`src/rtl/mmio_pio_pkg.sv`:
```
// rtl/mmio_pio_pkg.sv - register offsets and limits shared by mmio_parallel_io and its sub-modules
package mmio_pio_pkg;

    localparam logic [3:0] OFS_IN0    = 4'd0;
    localparam logic [3:0] OFS_OUT0   = 4'd4;
    localparam logic [3:0] OFS_STATUS = 4'd8;
    localparam logic [3:0] OFS_MASK   = 4'd9;

    localparam int REGION_SPAN = 16;
    localparam int MAX_CH      = 4;

endpackage

```
`src/rtl/pio_in_debounce.sv`:
```
// rtl/pio_in_debounce.sv - one input channel: 2-FF synchroniser, debounce counter, stable value, change pulse
module pio_in_debounce #(
    parameter int DATA_W       = 8,
    parameter int DEBOUNCE_CYC = 4
) (
    input  logic              clk,
    input  logic              rst,
    input  logic [DATA_W-1:0] din,
    output logic [DATA_W-1:0] stable,
    output logic              change
);

    localparam int CNT_W = $clog2(DEBOUNCE_CYC + 1);

    logic [DATA_W-1:0] sync1_q, sync1_d;
    logic [DATA_W-1:0] sync2_q, sync2_d;
    logic [DATA_W-1:0] stable_q, stable_d;
    logic [CNT_W-1:0]  cnt_q, cnt_d;

    // sync1 != sync2 means the synchronised value is about to change, which restarts the count
    always_comb begin
        sync1_d  = din;
        sync2_d  = sync1_q;
        stable_d = stable_q;
        cnt_d    = '0;
        change   = 1'b0;
        if ((sync1_q == sync2_q) && (sync2_q != stable_q)) begin
            if (cnt_q == CNT_W'(DEBOUNCE_CYC - 1)) begin
                stable_d = sync2_q;
                change   = 1'b1;
            end else begin
                cnt_d = cnt_q + CNT_W'(1);
            end
        end
    end

    always_ff @(posedge clk or posedge rst) begin
        if (rst) begin
            sync1_q  <= '0;
            sync2_q  <= '0;
            stable_q <= '0;
            cnt_q    <= '0;
        end else begin
            sync1_q  <= sync1_d;
            sync2_q  <= sync2_d;
            stable_q <= stable_d;
            cnt_q    <= cnt_d;
        end
    end

    assign stable = stable_q;

endmodule

```
`src/rtl/mmio_parallel_io.sv`:
```
// rtl/mmio_parallel_io.sv - memory-mapped parallel I/O controller; MMIO_PIO_IRQ_EN adds the irq mask register
module mmio_parallel_io
    import mmio_pio_pkg::*;
#(
    parameter int                DATA_W       = 8,
    parameter int                ADDR_W       = 8,
    parameter logic [ADDR_W-1:0] BASE_ADDR    = 8'hF0,
    parameter int                N_IN         = 2,
    parameter int                N_OUT        = 2,
    parameter int                DEBOUNCE_CYC = 4
) (
    input  logic                    clk,
    input  logic                    rst,
    input  logic [ADDR_W-1:0]       addr,
    input  logic                    we,
    input  logic [DATA_W-1:0]       wdata,
    input  logic [DATA_W-1:0]       mem_rdata,
    output logic [DATA_W-1:0]       rdata,
    output logic                    ram_we,
    input  logic [N_IN*DATA_W-1:0]  din,
    output logic [N_OUT*DATA_W-1:0] dout,
    output logic                    irq
);

    logic                    in_region;
    logic [3:0]              off;
    logic                    wr_en;
    logic [N_IN*DATA_W-1:0]  stable_all;
    logic [N_IN-1:0]         change;
    logic [N_OUT*DATA_W-1:0] dout_q, dout_d;
    logic [N_IN-1:0]         status_q, status_d;

    assign in_region = (addr & ~ADDR_W'(REGION_SPAN - 1)) == BASE_ADDR;
    assign off       = addr[3:0];
    assign wr_en     = we & in_region;
    assign ram_we    = we & ~in_region;

    for (genvar i = 0; i < N_IN; i++) begin : g_in
        pio_in_debounce #(
            .DATA_W      (DATA_W),
            .DEBOUNCE_CYC(DEBOUNCE_CYC)
        ) u_debounce (
            .clk   (clk),
            .rst   (rst),
            .din   (din[i*DATA_W +: DATA_W]),
            .stable(stable_all[i*DATA_W +: DATA_W]),
            .change(change[i])
        );
    end

    always_comb begin
        dout_d = dout_q;
        for (int j = 0; j < N_OUT; j++) begin
            if (wr_en && (off == OFS_OUT0 + 4'(j))) begin
                dout_d[j*DATA_W +: DATA_W] = wdata;
            end
        end
    end

    // a change pulse landing with a W1C write still sets its bit
    always_comb begin
        status_d = status_q;
        if (wr_en && (off == OFS_STATUS)) begin
            status_d = status_q & ~wdata[N_IN-1:0];
        end
        status_d = status_d | change;
    end

    always_ff @(posedge clk or posedge rst) begin
        if (rst) begin
            dout_q   <= '0;
            status_q <= '0;
        end else begin
            dout_q   <= dout_d;
            status_q <= status_d;
        end
    end

`ifdef MMIO_PIO_IRQ_EN
    logic [N_IN-1:0] mask_q, mask_d;

    always_comb begin
        mask_d = mask_q;
        if (wr_en && (off == OFS_MASK)) begin
            mask_d = wdata[N_IN-1:0];
        end
    end

    always_ff @(posedge clk or posedge rst) begin
        if (rst) begin
            mask_q <= '0;
        end else begin
            mask_q <= mask_d;
        end
    end

    assign irq = |(status_q & mask_q);
`else
    assign irq = 1'b0;
`endif

    always_comb begin
        rdata = mem_rdata;
        if (in_region) begin
            rdata = '0;
            for (int i = 0; i < N_IN; i++) begin
                if (off == OFS_IN0 + 4'(i)) rdata = stable_all[i*DATA_W +: DATA_W];
            end
            for (int j = 0; j < N_OUT; j++) begin
                if (off == OFS_OUT0 + 4'(j)) rdata = dout_q[j*DATA_W +: DATA_W];
            end
            if (off == OFS_STATUS) rdata = DATA_W'(status_q);
`ifdef MMIO_PIO_IRQ_EN
            if (off == OFS_MASK) rdata = DATA_W'(mask_q);
`endif
        end
    end

    assign dout = dout_q;

endmodule

```
`config.mk`:
```
export PLATFORM = sky130hd
export DESIGN_NAME = mmio_parallel_io
export DESIGN_NICKNAME = d
export VERILOG_FILES = /design/src/rtl/mmio_pio_pkg.sv /design/src/rtl/pio_in_debounce.sv /design/src/rtl/mmio_parallel_io.sv
export SDC_FILE = /design/constraint.sdc
export NUM_CORES = 1
export LEC_CHECK = 0
export CORE_MARGIN = 3
export CORE_UTILIZATION = 45
export DETAILED_ROUTE_END_ITERATION = 16
export PLACE_DENSITY = 0.84
export SYNTH_ARGS = -nofsm -noshare
export SYNTH_HDL_FRONTEND = slang
export SYNTH_SLANG_ARGS = --single-unit
```
`constraint.sdc`:
```
create_clock -name clk -period 1.86 [get_ports clk]
set_input_delay 0.186 -clock clk [delete_from_list [all_inputs] [get_ports clk]]
set_output_delay 0.186 -clock clk [all_outputs]
set_load 0.05 [all_outputs]
```
==> run summary <==
Die Y -> 89.1 microns
GRT Total Usage -> 20.6%
R2R cell count -> 5
Area growth, synth to finish -> 46.3%
Pin count of the biggest net entering global routing -> 73
Clock Sinks -> 72
Layout cells sized above 1 -> 31.5%
First-pass GRT wire length -> 12,000 microns
Worst min path class -> in -> async
Worst-Margin Slew -> 0.519 ns
Final Core Density -> 69.5%
Vias per cell -> 5.55
# H-tree levels -> 3
Final antenna-violating net count -> 0
Min Hold Slack -> 0.279 ns
Max Cap Viol -> 0
Die Area -> 0.00793 sq mm
Crit. End Element -> output port
Post-Route WL -> 7630 microns
Final hold viol count -> 0
Seq/Total Area, Yosys -> 58.0%
Clk_skew -> 0.00995 ns
CP Data Required Time -> 1.67 ns
Drc violations -> 0
Status -> complete, no violations
Synth warn -> 0
Slowest cell on crit path -> dfrtp_1
Vias in the first global route -> 2,372
Initial core utilization -> 47.5%
Fill cells -> 455
Distinct cells, synth -> 37
Critical Path Source Type -> register
Peak VDD IR -> 0.565 mV
Antenna cell count -> 0
Post-Synthesis Cell Area -> 0.00311 sq mm
Most common cell after layout, fill and taps aside -> dfrtp_1
Most frequent cells in the layout -> dfrtp_1, clkdlybuf4s50_1, buf_4
CP Cell Sequence -> mux2i_1 -> o22ai_1 -> a221oi_1 -> buf_4 -> o31ai_4 -> buf_12
Worst-path fanout max -> 2
Setup ws final -> 0.00624 ns
Drt wl/cell -> 18.8 microns
# setup viols final -> 0
CTS tree -> yes
Leakage power -> 2.01 nW
Clock slew at reported path FFs -> 0.07 ns
DP HPWL -> 5400 microns
Post-synth EDFFs -> 0
Final period util -> 99.7%
Initial antenna violation count -> 0
Slew Viols, Final -> 0
Clock Tree Root -> clkbuf_8
Non-filler cells in the finished layout -> 407
Final Critical Period -> 1.85 ns
Overall die width -> 89.1 microns
Num CTS Buffers -> 9
Crit-path max cell delay -> 0.40 ns
FP Rows -> 29
Synth Instances -> 229
Congestion Overflow GR -> 0
# IOs -> 69
Mapped Avg Cell Area -> 13.6 sq um
Via Count -> 2,260
Ys flop type -> dfrtp_1
Max Freq -> 539 MHz
Critical path type -> reg -> out
Synth async-reset ratio -> 100%
DRT iter0 DRCs -> 137
Clk Latency, worst-skew pair -> 0.34 ns
Nets@finish -> 371
Hold_buf cts -> 0
Core area -> 0.00653 sq mm
CTS max path bufs -> 2
Relative slew slack -> 65.3%
DRT Pass-1 Iters -> 4
Post-placement setup slack -> -0.188 ns
Placed Instances -> 386
RSZ-0062 raised after global routing -> yes
PortBufs -> 67
Pwr Density -> 745 mW/mm^2
Syn nets -> 274
Worst Path Arrival -> 1.67 ns
#FFs+latches synth -> 72
Setup TNS -> 0 ns
RePlAce Congestion -> 0.834
-- cell usage after synthesis, drive strengths merged, types with 2 or more instances --
| master | instances | area, sq um |
|---|---|---|
| mux2i | 2 | 20.0 |
| nor4 | 4 | 55.1 |
| a221oi | 2 | 17.5 |
| a211oi | 6 | 45.0 |
| dfrtp | 72 | 1800 |
| nand4 | 8 | 50.1 |
| clkbuf | 3 | 11.3 |
| nand3 | 2 | 10.0 |
| o22ai | 2 | 12.5 |
| nand2 | 10 | 37.5 |
| o221ai | 6 | 52.6 |
| nor3 | 2 | 10.0 |
| inv | 3 | 11.3 |
| nor2b | 10 | 62.6 |
| o211ai | 2 | 15.0 |
| xnor2 | 16 | 140 |
| mux2 | 32 | 368 |
| nor3b | 4 | 30.0 |
| ha | 2 | 25.0 |
| buf | 6 | 33.8 |
| o31ai | 8 | 60.1 |
| xor2 | 16 | 140 |
-- kinds of logic after synthesis --
group	after synthesis	share of synthesized area, %
adder cells (fa/ha/maj)	2	0.806
other	1	0.121
AND/OR/NAND/NOR	47	9.75
multiplexers	34	12.5
flip-flops	72	58.0
XOR/XNOR	32	9.02
AO/OA/AOI/OAI	29	7.98
buffers and inverters	12	1.81
-- sequential cells by signal (all words and copies together), names as in the netlist --
signal / cells
status_q: 2
g_in.u_debounce.sync1_q: 16
g_in.u_debounce.stable: 16
g_in.u_debounce.cnt_q: 6
g_in.u_debounce.sync2_q: 16
dout: 16
-- repair_timing --
action                                  4_1_cts  5_1_grt
endpoints found under the setup margin       16       18
gates resized for setup                      12       13
pin swaps                                     3        6
setup buffers                                 1        5
gates cloned                                  0        0
-- critical path: cells and delay by family (launching register included) --
kind	cells	cell delay [ns]
flops	1	0.40
buf+inv	2	0.33
compound gates	3	0.42
mux	1	0.18
-- area by class of cell --
class                   count  area, sq um  area share, %
multi-input cells         145         1430           31.5
clock inverters             4         45.0          0.992
flip-flops and latches     72         1800           39.7
clock buffers              11          141           3.11
inverters                   3         15.0          0.331
well taps                  77         96.3           2.12
repair buffers             95         1010           22.3
-- per-stage QoR --
stage               power [mW]  cell area (sq um)
global placement          2.20               4210
CTS                       3.40               4440
floorplan                 1.96               3210
global route              3.52               4540
detailed placement        2.21               4210
finish                    3.38               4540
-- power by group --
group	switching (mW)	internal, mW
clock network	0.540	0.642
logic	0.285	0.247
registers	0.0500	1.62
total	0.875	2.51
-- routing by layer --
layer,vias to the layer above,part of all wire (%),track usage (%)
met1,1124,42,26.3
met4,0,2.4,9.34
met3,15,6.4,5.07
met5,-,0,0
met2,94,49,33.5
li1,1027,-,-
-- worst paths after layout --
path / start / to / slack (ns)
max: dout[1] / rdata[1] / 0.006
min: rst / g_in[0].u_debounce.sync1_q[4] / 0.28
max reg2reg: g_in[0].u_debounce.sync2_q[3] / g_in[0].u_debounce.stable[3] / 0.05
min reg2reg: g_in[0].u_debounce.sync1_q[7] / g_in[0].u_debounce.sync2_q[7] / 0.39
max in group asynchronous: rst / g_in[0].u_debounce.sync1_q[3] / 1.26
min in group clk: din[15] / g_in[1].u_debounce.sync1_q[7] / 0.28
No activity file was read; power rests on OpenSTA's default activity.
